**config.mk**
```make
export PLATFORM = sky130hd
export DESIGN_NAME = hazard_ctrl
export DESIGN_NICKNAME = d
export VERILOG_FILES = /design/src/rtl/cpu_pkg.sv /design/src/rtl/hazard_fwd_mux.sv /design/src/rtl/hazard_ctrl.sv
export SDC_FILE = /design/constraint.sdc
export NUM_CORES = 1
export LEC_CHECK = 0
export BUFFER_PORTS_ARGS = -buffer_cell sky130_fd_sc_hd__buf_2
export CAP_MARGIN = 20
export CORE_AREA = 2 2 96 98
export DETAILED_ROUTE_END_ITERATION = 10
export DIE_AREA = 0 0 98 100
export HOLD_SLACK_MARGIN = 0.05
export PLACE_DENSITY_LB_ADDON = 0.2
export SYNTH_ARGS = -nofsm -noshare
export SYNTH_HDL_FRONTEND = slang
export SYNTH_SLANG_ARGS = --single-unit
```
**constraint.sdc**
```tcl
create_clock -name clk -period 2.45 [get_ports clk]
set_input_delay 0.3675 -clock clk [delete_from_list [all_inputs] [get_ports clk]]
set_output_delay 0.3675 -clock clk [all_outputs]
set_load 0.02 [all_outputs]
```
**src/rtl/cpu_pkg.sv**
```systemverilog
// Shared pipeline constants and the hazard controller's flush FSM state type.
package cpu_pkg;
  localparam int DATA_W   = 32;
  localparam int REG_AW   = 5;
  localparam int REG_ZERO = 0;

  typedef enum logic {
    RUN   = 1'b0,
    FLUSH = 1'b1
  } hz_state_t;
endpackage

```
**src/rtl/hazard_fwd_mux.sv**
```systemverilog
// Per-operand producer match and forwarding select.
// Optional EX/MEM forwarding: HAZARD_CTRL_FORWARDING_EN.
module hazard_fwd_mux
  import cpu_pkg::*;
#(
  parameter int DW = DATA_W,
  parameter int AW = REG_AW
) (
  input  logic [AW-1:0] id_addr,
  input  logic          id_used,
  input  logic [DW-1:0] rf_data,
  input  logic          ex_rd_en,
  input  logic [AW-1:0] ex_rd_addr,
  input  logic          mem_rd_en,
  input  logic [AW-1:0] mem_rd_addr,
  input  logic          mem_is_load,
  input  logic [DW-1:0] mem_alu_data,
  input  logic          wb_rd_en,
  input  logic [AW-1:0] wb_rd_addr,
  input  logic [DW-1:0] wb_rd_data,
  output logic [DW-1:0] data,
  output logic          ex_hit,
  output logic          mem_hit
);
  logic live;
  logic wb_hit;

  // Register zero is hardwired, so it never creates a dependency.
  assign live    = id_used && (id_addr != AW'(REG_ZERO));
  assign ex_hit  = live && ex_rd_en  && (ex_rd_addr  == id_addr);
  assign mem_hit = live && mem_rd_en && (mem_rd_addr == id_addr);
  assign wb_hit  = live && wb_rd_en  && (wb_rd_addr  == id_addr);

`ifdef HAZARD_CTRL_FORWARDING_EN
  always_comb begin
    data = rf_data;
    if (mem_hit && !mem_is_load) data = mem_alu_data;
    else if (wb_hit)             data = wb_rd_data;
  end
`else
  logic unused_mem;
  assign unused_mem = (^mem_alu_data) ^ mem_is_load;

  always_comb begin
    data = rf_data;
    if (wb_hit) data = wb_rd_data;
  end
`endif
endmodule

```
**src/rtl/hazard_ctrl.sv**
```systemverilog
// Hazard/forwarding controller: operand bypass, RAW stall, post-jump flush, stall counter.
// Optional EX/MEM forwarding: HAZARD_CTRL_FORWARDING_EN.
module hazard_ctrl
  import cpu_pkg::*;
#(
  parameter int DATA_W      = cpu_pkg::DATA_W,
  parameter int REG_AW      = cpu_pkg::REG_AW,
  parameter int FLUSH_SLOTS = 1,
  parameter int STALL_CNT_W = 16
) (
  input  logic                   clk,
  input  logic                   rst,
  input  logic [REG_AW-1:0]      id_rs_addr,
  input  logic [REG_AW-1:0]      id_rt_addr,
  input  logic                   id_rs_used,
  input  logic                   id_rt_used,
  input  logic                   id_jump,
  input  logic [DATA_W-1:0]      rf_rs_data,
  input  logic [DATA_W-1:0]      rf_rt_data,
  input  logic                   ex_rd_en,
  input  logic [REG_AW-1:0]      ex_rd_addr,
  input  logic                   mem_rd_en,
  input  logic [REG_AW-1:0]      mem_rd_addr,
  input  logic                   mem_is_load,
  input  logic [DATA_W-1:0]      mem_alu_data,
  input  logic                   wb_rd_en,
  input  logic [REG_AW-1:0]      wb_rd_addr,
  input  logic [DATA_W-1:0]      wb_rd_data,
  output logic [DATA_W-1:0]      rs_data,
  output logic [DATA_W-1:0]      rt_data,
  output logic                   stall,
  output logic                   bubble,
  output logic                   flush,
  output logic [STALL_CNT_W-1:0] stall_cnt
);
  localparam int CNT_W = (FLUSH_SLOTS > 1) ? $clog2(FLUSH_SLOTS) : 1;

  logic rs_ex_hit, rs_mem_hit, rt_ex_hit, rt_mem_hit;
  hz_state_t state_q, state_d;
  logic [CNT_W-1:0] cnt_q, cnt_d;

  hazard_fwd_mux #(.DW(DATA_W), .AW(REG_AW)) u_rs (
    .id_addr(id_rs_addr), .id_used(id_rs_used), .rf_data(rf_rs_data),
    .ex_rd_en(ex_rd_en), .ex_rd_addr(ex_rd_addr),
    .mem_rd_en(mem_rd_en), .mem_rd_addr(mem_rd_addr), .mem_is_load(mem_is_load),
    .mem_alu_data(mem_alu_data),
    .wb_rd_en(wb_rd_en), .wb_rd_addr(wb_rd_addr), .wb_rd_data(wb_rd_data),
    .data(rs_data), .ex_hit(rs_ex_hit), .mem_hit(rs_mem_hit)
  );

  hazard_fwd_mux #(.DW(DATA_W), .AW(REG_AW)) u_rt (
    .id_addr(id_rt_addr), .id_used(id_rt_used), .rf_data(rf_rt_data),
    .ex_rd_en(ex_rd_en), .ex_rd_addr(ex_rd_addr),
    .mem_rd_en(mem_rd_en), .mem_rd_addr(mem_rd_addr), .mem_is_load(mem_is_load),
    .mem_alu_data(mem_alu_data),
    .wb_rd_en(wb_rd_en), .wb_rd_addr(wb_rd_addr), .wb_rd_data(wb_rd_data),
    .data(rt_data), .ex_hit(rt_ex_hit), .mem_hit(rt_mem_hit)
  );

`ifdef HAZARD_CTRL_FORWARDING_EN
  assign stall = rs_ex_hit || rt_ex_hit || ((rs_mem_hit || rt_mem_hit) && mem_is_load);
`else
  assign stall = rs_ex_hit || rt_ex_hit || rs_mem_hit || rt_mem_hit;
`endif
  assign bubble = stall;

  always_ff @(posedge clk or posedge rst) begin
    if (rst) begin
      state_q <= RUN;
      cnt_q   <= '0;
    end else begin
      state_q <= state_d;
      cnt_q   <= cnt_d;
    end
  end

  // A jump under stall or inside a flush window is dropped; decode re-issues it if real.
  always_comb begin
    state_d = state_q;
    cnt_d   = cnt_q;
    flush   = 1'b0;
    case (state_q)
      RUN: begin
        if (id_jump && !stall && (FLUSH_SLOTS > 0)) begin
          state_d = FLUSH;
          cnt_d   = CNT_W'(FLUSH_SLOTS - 1);
        end
      end
      FLUSH: begin
        flush = 1'b1;
        if (cnt_q == '0) state_d = RUN;
        else             cnt_d   = cnt_q - 1'b1;
      end
      default: state_d = RUN;
    endcase
  end

  always_ff @(posedge clk or posedge rst) begin
    if (rst)                            stall_cnt <= '0;
    else if (stall && (stall_cnt != '1)) stall_cnt <= stall_cnt + 1'b1;
  end
endmodule

```
* Word level (Yosys, flattened, before mapping)
Cells that the tools add are included.
Storage, ports and cells: output and inout bits 83, bits of input ports 162, word-level logic and storage cells 45, flip-flop bits (word level) 18
Cells by class: equal/unequal tests 8, bitwise gates (word level) 1, muxes and demuxes 9, add/sub/neg operators 2, reductions and logical operators 22
Operators by type and width (number):
- 32-bit 2-to-1 mux | 2
- 5-bit equality test | 6
- 16-bit by 1-bit adder with 16-bit output, second input constant | 1
- 1-bit logical AND | 16
- 16-bit != test, second input constant | 1
- 5-bit nonzero test | 2
- 1-bit 2-to-1 mux | 5
- 1-bit one-hot mux with 2 select lines | 2
- 1-bit logical OR | 3
- 2-bit != test, second input constant | 1
- 1-bit logical NOT | 1
- 1-bit inverter | 1
- 1-bit subtractor, second input constant | 1

* Depth between registers and ports, before layout
depth after elaboration 11, depth in mapped cells 9, depth with buffers taken out 8

* Cells and area by module
From an unflattened synthesis, not the netlist that was laid out.
Second synthesis, totals: cells, all modules 195, area total of the unflattened synthesis 2371.0 um^2
By module, submodules not included:
- hazard_fwd_mux | area each 750.7 um^2, cells each 60, instances 2, sequential area each 0.0 um^2
- hazard_ctrl | area each 869.6 um^2, cells each 75, instances 1, sequential area each 425.4 um^2

* Least setup slack after synthesis
No wires, ideal clock.
path kind in2out, from input port id_rt_addr[0], to output port rt_data[10], arrival time 1914 ps, required time 2082 ps, setup slack 169 ps, path buffers 1, cell stages on the path 5, path through or4_1 > o21ai_1 > nand4b_1 > buf_2 > mux2_1
On the way: longest elaborated chain between the ends 5, elaborated cells on any way between the ends 6, those cells by class eq/ne (1); mux (1); reduce/logical (4)
RTL lines:
- start: declaration | line hazard_ctrl.sv:14 | input logic [REG_AW-1:0] id_rt_addr,
- 5-bit nonzero test | line hazard_fwd_mux.sv:29 | assign live = id_used && (id_addr != AW'(REG_ZERO));
- 1-bit logical AND | line hazard_fwd_mux.sv:29
- 1-bit logical AND | line hazard_fwd_mux.sv:32 | assign wb_hit = live && wb_rd_en && (wb_rd_addr == id_addr);
- 1-bit logical AND * | line hazard_fwd_mux.sv:32
- 32-bit 2-to-1 mux * | line hazard_fwd_mux.sv:46 | if (wb_hit) data = wb_rd_data;
- end: declaration | line hazard_ctrl.sv:30 | output logic [DATA_W-1:0] rt_data,
Mark *: on every way between the ends. The rest lies on a longest branch, timed or not.

* Final worst setup path
from input port id_rt_addr[2], to output port rt_data[2]
The elaborated chain is that of the path after synthesis.

==> results by group <==
Yosys
  • Synth area leader: mux2_1
  • Mapped Area: 1990 um2
  • Synth async-reset ratio: 100%
  • Post-synth EDFFs: 0
  • Most numerous cell in the Yosys netlist: mux2_1
  • Sequential area share after synthesis: 21.3%
  • Area contributors post-synth: mux2_1, dfrtp_1, xor2_1, xnor2_1, nor3_2
  • Compound-Gate Fraction of Synth Area: about 4.2%
  • Post-Synth Simple-Gate Area: 14.6%
  • Cell variety after synth: 30
  • Synthesis Warnings: 0
  • Top-area cell type share of the netlist area: 36.7%
  • Post-Synth XOR/XNOR Area: 19.3%
  • Syn Nets: 357
  • Synth Area in Adders: 0.628%
  • Dominant synthesized flop cell: dfrtp_1
  • Synth top cells by count: mux2_1, xor2_1, xnor2_1
  • Synthesized instance count: 194
  • Avg Cell Area, Syn: between 10 and 15 um2
  • Yosys reg bits: 17
  • Multiplexer area fraction after synthesis: 36.7%
  • Largest family of logic cells by synthesized area: multiplexers

Critical path
  • Worst-path cell chain: buf_6 -> or4_4 -> o21ai_2 -> nand4b_1 -> buf_6 -> clkbuf_16 -> mux2_4 -> buf_6
  • Max stage delay on crit path: 0.53 ns
  • Slowest cell on crit path: or4_4
  • Critical path type: primary input to output port
  • Reg2reg setup slack: 0.28 ns
  • FF-to-FF End: stall_cnt[1]
  • Crit. Startpoint: id_rt_addr[2]
  • Reg2reg start: stall_cnt[7]
  • Setup crit start kind: primary input
  • CP Max Fanout: 8
  • Setup crit end kind: output port
  • WP buf/inv: 4
  • Reg2Reg Depth: 7
  • Crit path top cell by count: buf_6
  • Top delay family on crit path: simple AND/OR/NAND/NOR gates
  • Worst EP required: 2.08 ns
  • Worst path arrival time: 2.11 ns

Worst hold path
  • Min-Delay Path Class: primary input to asynchronous set/reset pin

Pwr
  • PwrDens: about 290 nW/um2
  • Power Total: ~1.2 mW
  • VDD IR-drop max: 0.178 mV
  • Leakage power total: 2.31 nW

Timing
  • Final setup viols: 17
  • Final clock skew: 0.00502 ns
  • Endpoints failing hold: 0
  • Final period util: 101%
  • Slew headroom: between 50% and 60%
  • Final worst setup slack: -0.0285 ns
  • Worst Tran Pin Value: 0.655 ns
  • Final Slew Violations: 0
  • Period minus WS final: 2.48 ns
  • RSZ-0062 raised after global routing: yes
  • Max Freq: 403 MHz

Global routing
  • Total GRT Usage: 17.9%
  • Vias in the first global route: roughly 2,400
  • Initial antenna violation count: 2
  • GR Layer Usage met2: 28.0%
  • GR peak layer: met2
  • First-pass GRT wire length: 13.4 mm
  • GR met1 Demand/Resource: 25.3%
  • Met3 usage: 4.11%
  • Largest net degree at the start of global routing: 33
  • Overflow after GRT: 0

Layout
  • Area of the multi-input gates: 1740 um2
  • Post-Route Utilization: 46.8%
  • Non-filler instance count after layout: 543
  • Fin area: 4160 um2
  • Share of cells above drive strength 1: about three quarters
  • Synth-to-layout area growth: 109%
  • Final Net Count: 592
  • Reg area: 425 um2
  • Fillers: 855

Floorplanning
  • Initial Util: 22.4%
  • Core area: 8890 um2
  • Die height: roughly 100 um
  • I/O pin cnt: 245
  • Row count: 35
  • Die area: 9800 um2
  • Die Wd: 98 um

Clock network
  • Hold Buf Count CTS: 0
  • Clock slew at reported path FFs: approximately 0.07 ns
  • Worst-skew pair later-pin latency: roughly 0.25 ns
  • CTS tree: yes
  • Num CTS Buffers: 3
  • CTS sink cnt: 17
  • H-tree depth: 1
  • CTS max path bufs: 2
  • Clock Tree Root: clkbuf_8

Run
  • Maximum Capacitance Violations: 0

Outcome
  • Failing checks: setup timing
  • Outcome: finished, violations left

Placement
  • Number of buffers inserted by port buffering: roughly 210
  • Routability cong.: 0.801
  • Placed Cells: 524
  • Post-DP HPWL: 8.06 mm
  • Post-DP Area: 3300 um2

Drt
  • Wire per inst: 19.9 um
  • Total Routed Length: between 10 and 15 mm
  • Residual DRC: 0
  • Initial drt markers: 43
  • Via density: 4.64
  • Drt pass-1 iters: 4
  • Remaining antenna violation count: 0
  • Routed vias: 2,519
metrics by stage:
| step | hold slack (ns) | setup TNS (ns) | setup slack [ns] |
|---|---|---|---|
| floorplan | 0.294 | 0 | 0.169 |
| global placement | 0.417 | -2.18 | -0.0751 |
| detailed placement | 0.418 | -3.00 | -0.0903 |
| CTS | 0.223 | -0.441 | -0.0246 |
| global route | 0.265 | -3.00 | -0.0890 |
| finish | 0.195 | -0.232 | -0.0285 |
power by group:
| group | total (mW) | switching, mW | internal, mW |
|---|---|---|---|
| Clock | 0.210 | 0.0969 | 0.113 |
| Sequential | 0.332 | 0.0265 | 0.305 |
| Combinational | 0.652 | 0.303 | 0.348 |
sequential cells by signal, summed over array words and instances (netlist names):
signal     flops
stall_cnt     16
state_q        1
timing repair:
action | CTS | global route
gates resized for setup | 7 | 180
pin swaps | 0 | 3
cloned | 1 | 5
setup buffers | 2 | 3
endpoints found under the setup margin | 64 | 64
final cells by class:
| class | count | share of cell area (%) |
|---|---|---|
| Antenna cell | 4 | 0.240 |
| Clock buffer | 3 | 0.992 |
| Clock inverter | 1 | 0.120 |
| Inverter | 4 | 0.361 |
| Multi-Input combinational cell | 165 | 41.7 |
| Sequential cell | 17 | 10.2 |
| Tap cell | 111 | 3.34 |
| Timing Repair Buffer | 238 | 43.0 |
routing by layer:
| layer | part of all wire (%) | vias up | routed length [um] |
|---|---|---|---|
| met2 | 47 | 131 | 5100 |
| met1 | 45 | 1198 | 4800 |
| li1 | - | 1184 | - |
| met3 | 7.0 | 6 | 755 |
| met4 | 1.2 | 0 | 127 |
| met5 | 0 | - | 0 |
cell families (layout without fill, tap and decap cells):
logic type,after synthesis,count (layout)
fa+ha+maj,1,1
simple gates,43,43
xor+xnor,44,44
buf+inv,12,246
other cells,0,4
compound gates,12,12
flops,17,17
mux,65,65
placed cells by master, fill, tap and decap left out, types with 2 or more instances in the layout:
master     Yosys  routed
buf_4          1      15
o31ai_1        2       2
mux2_1        65       8
o21ai_2        1       2
buf_6          1      64
and3_1         2       2
mux2_4         0      57
nand4b_1       3       3
nand3_1        9       9
buf_12         0       4
clkbuf_8       0       3
xnor2_1       21      21
a21oi_2        2       2
nor3_2         6       6
xor2_1        23      23
o21ai_1        4       3
clkbuf_16      0       4
inv_1          4       4
nand2_1        5       5
diode_2        0       4
or4_4          4       6
buf_2          6     150
nand4_1        2       2
nor2_1         4       4
dfrtp_1       17      17
how the worst max path moves through the flow:
stage | end | slack (ns) | cells after the start
2_1_floorplan | rt_data[10] | 0.17 | 5
3_3_place_gp | rt_data[16] | -0.08 | 7
3_5_place_dp | rt_data[16] | -0.09 | 7
4_1_cts | rt_data[4] | -0.02 | 8
5_1_grt | rt_data[27] | -0.09 | 8
6_report | rt_data[2] | -0.03 | 8
Power figures use the tool's default switching activity.
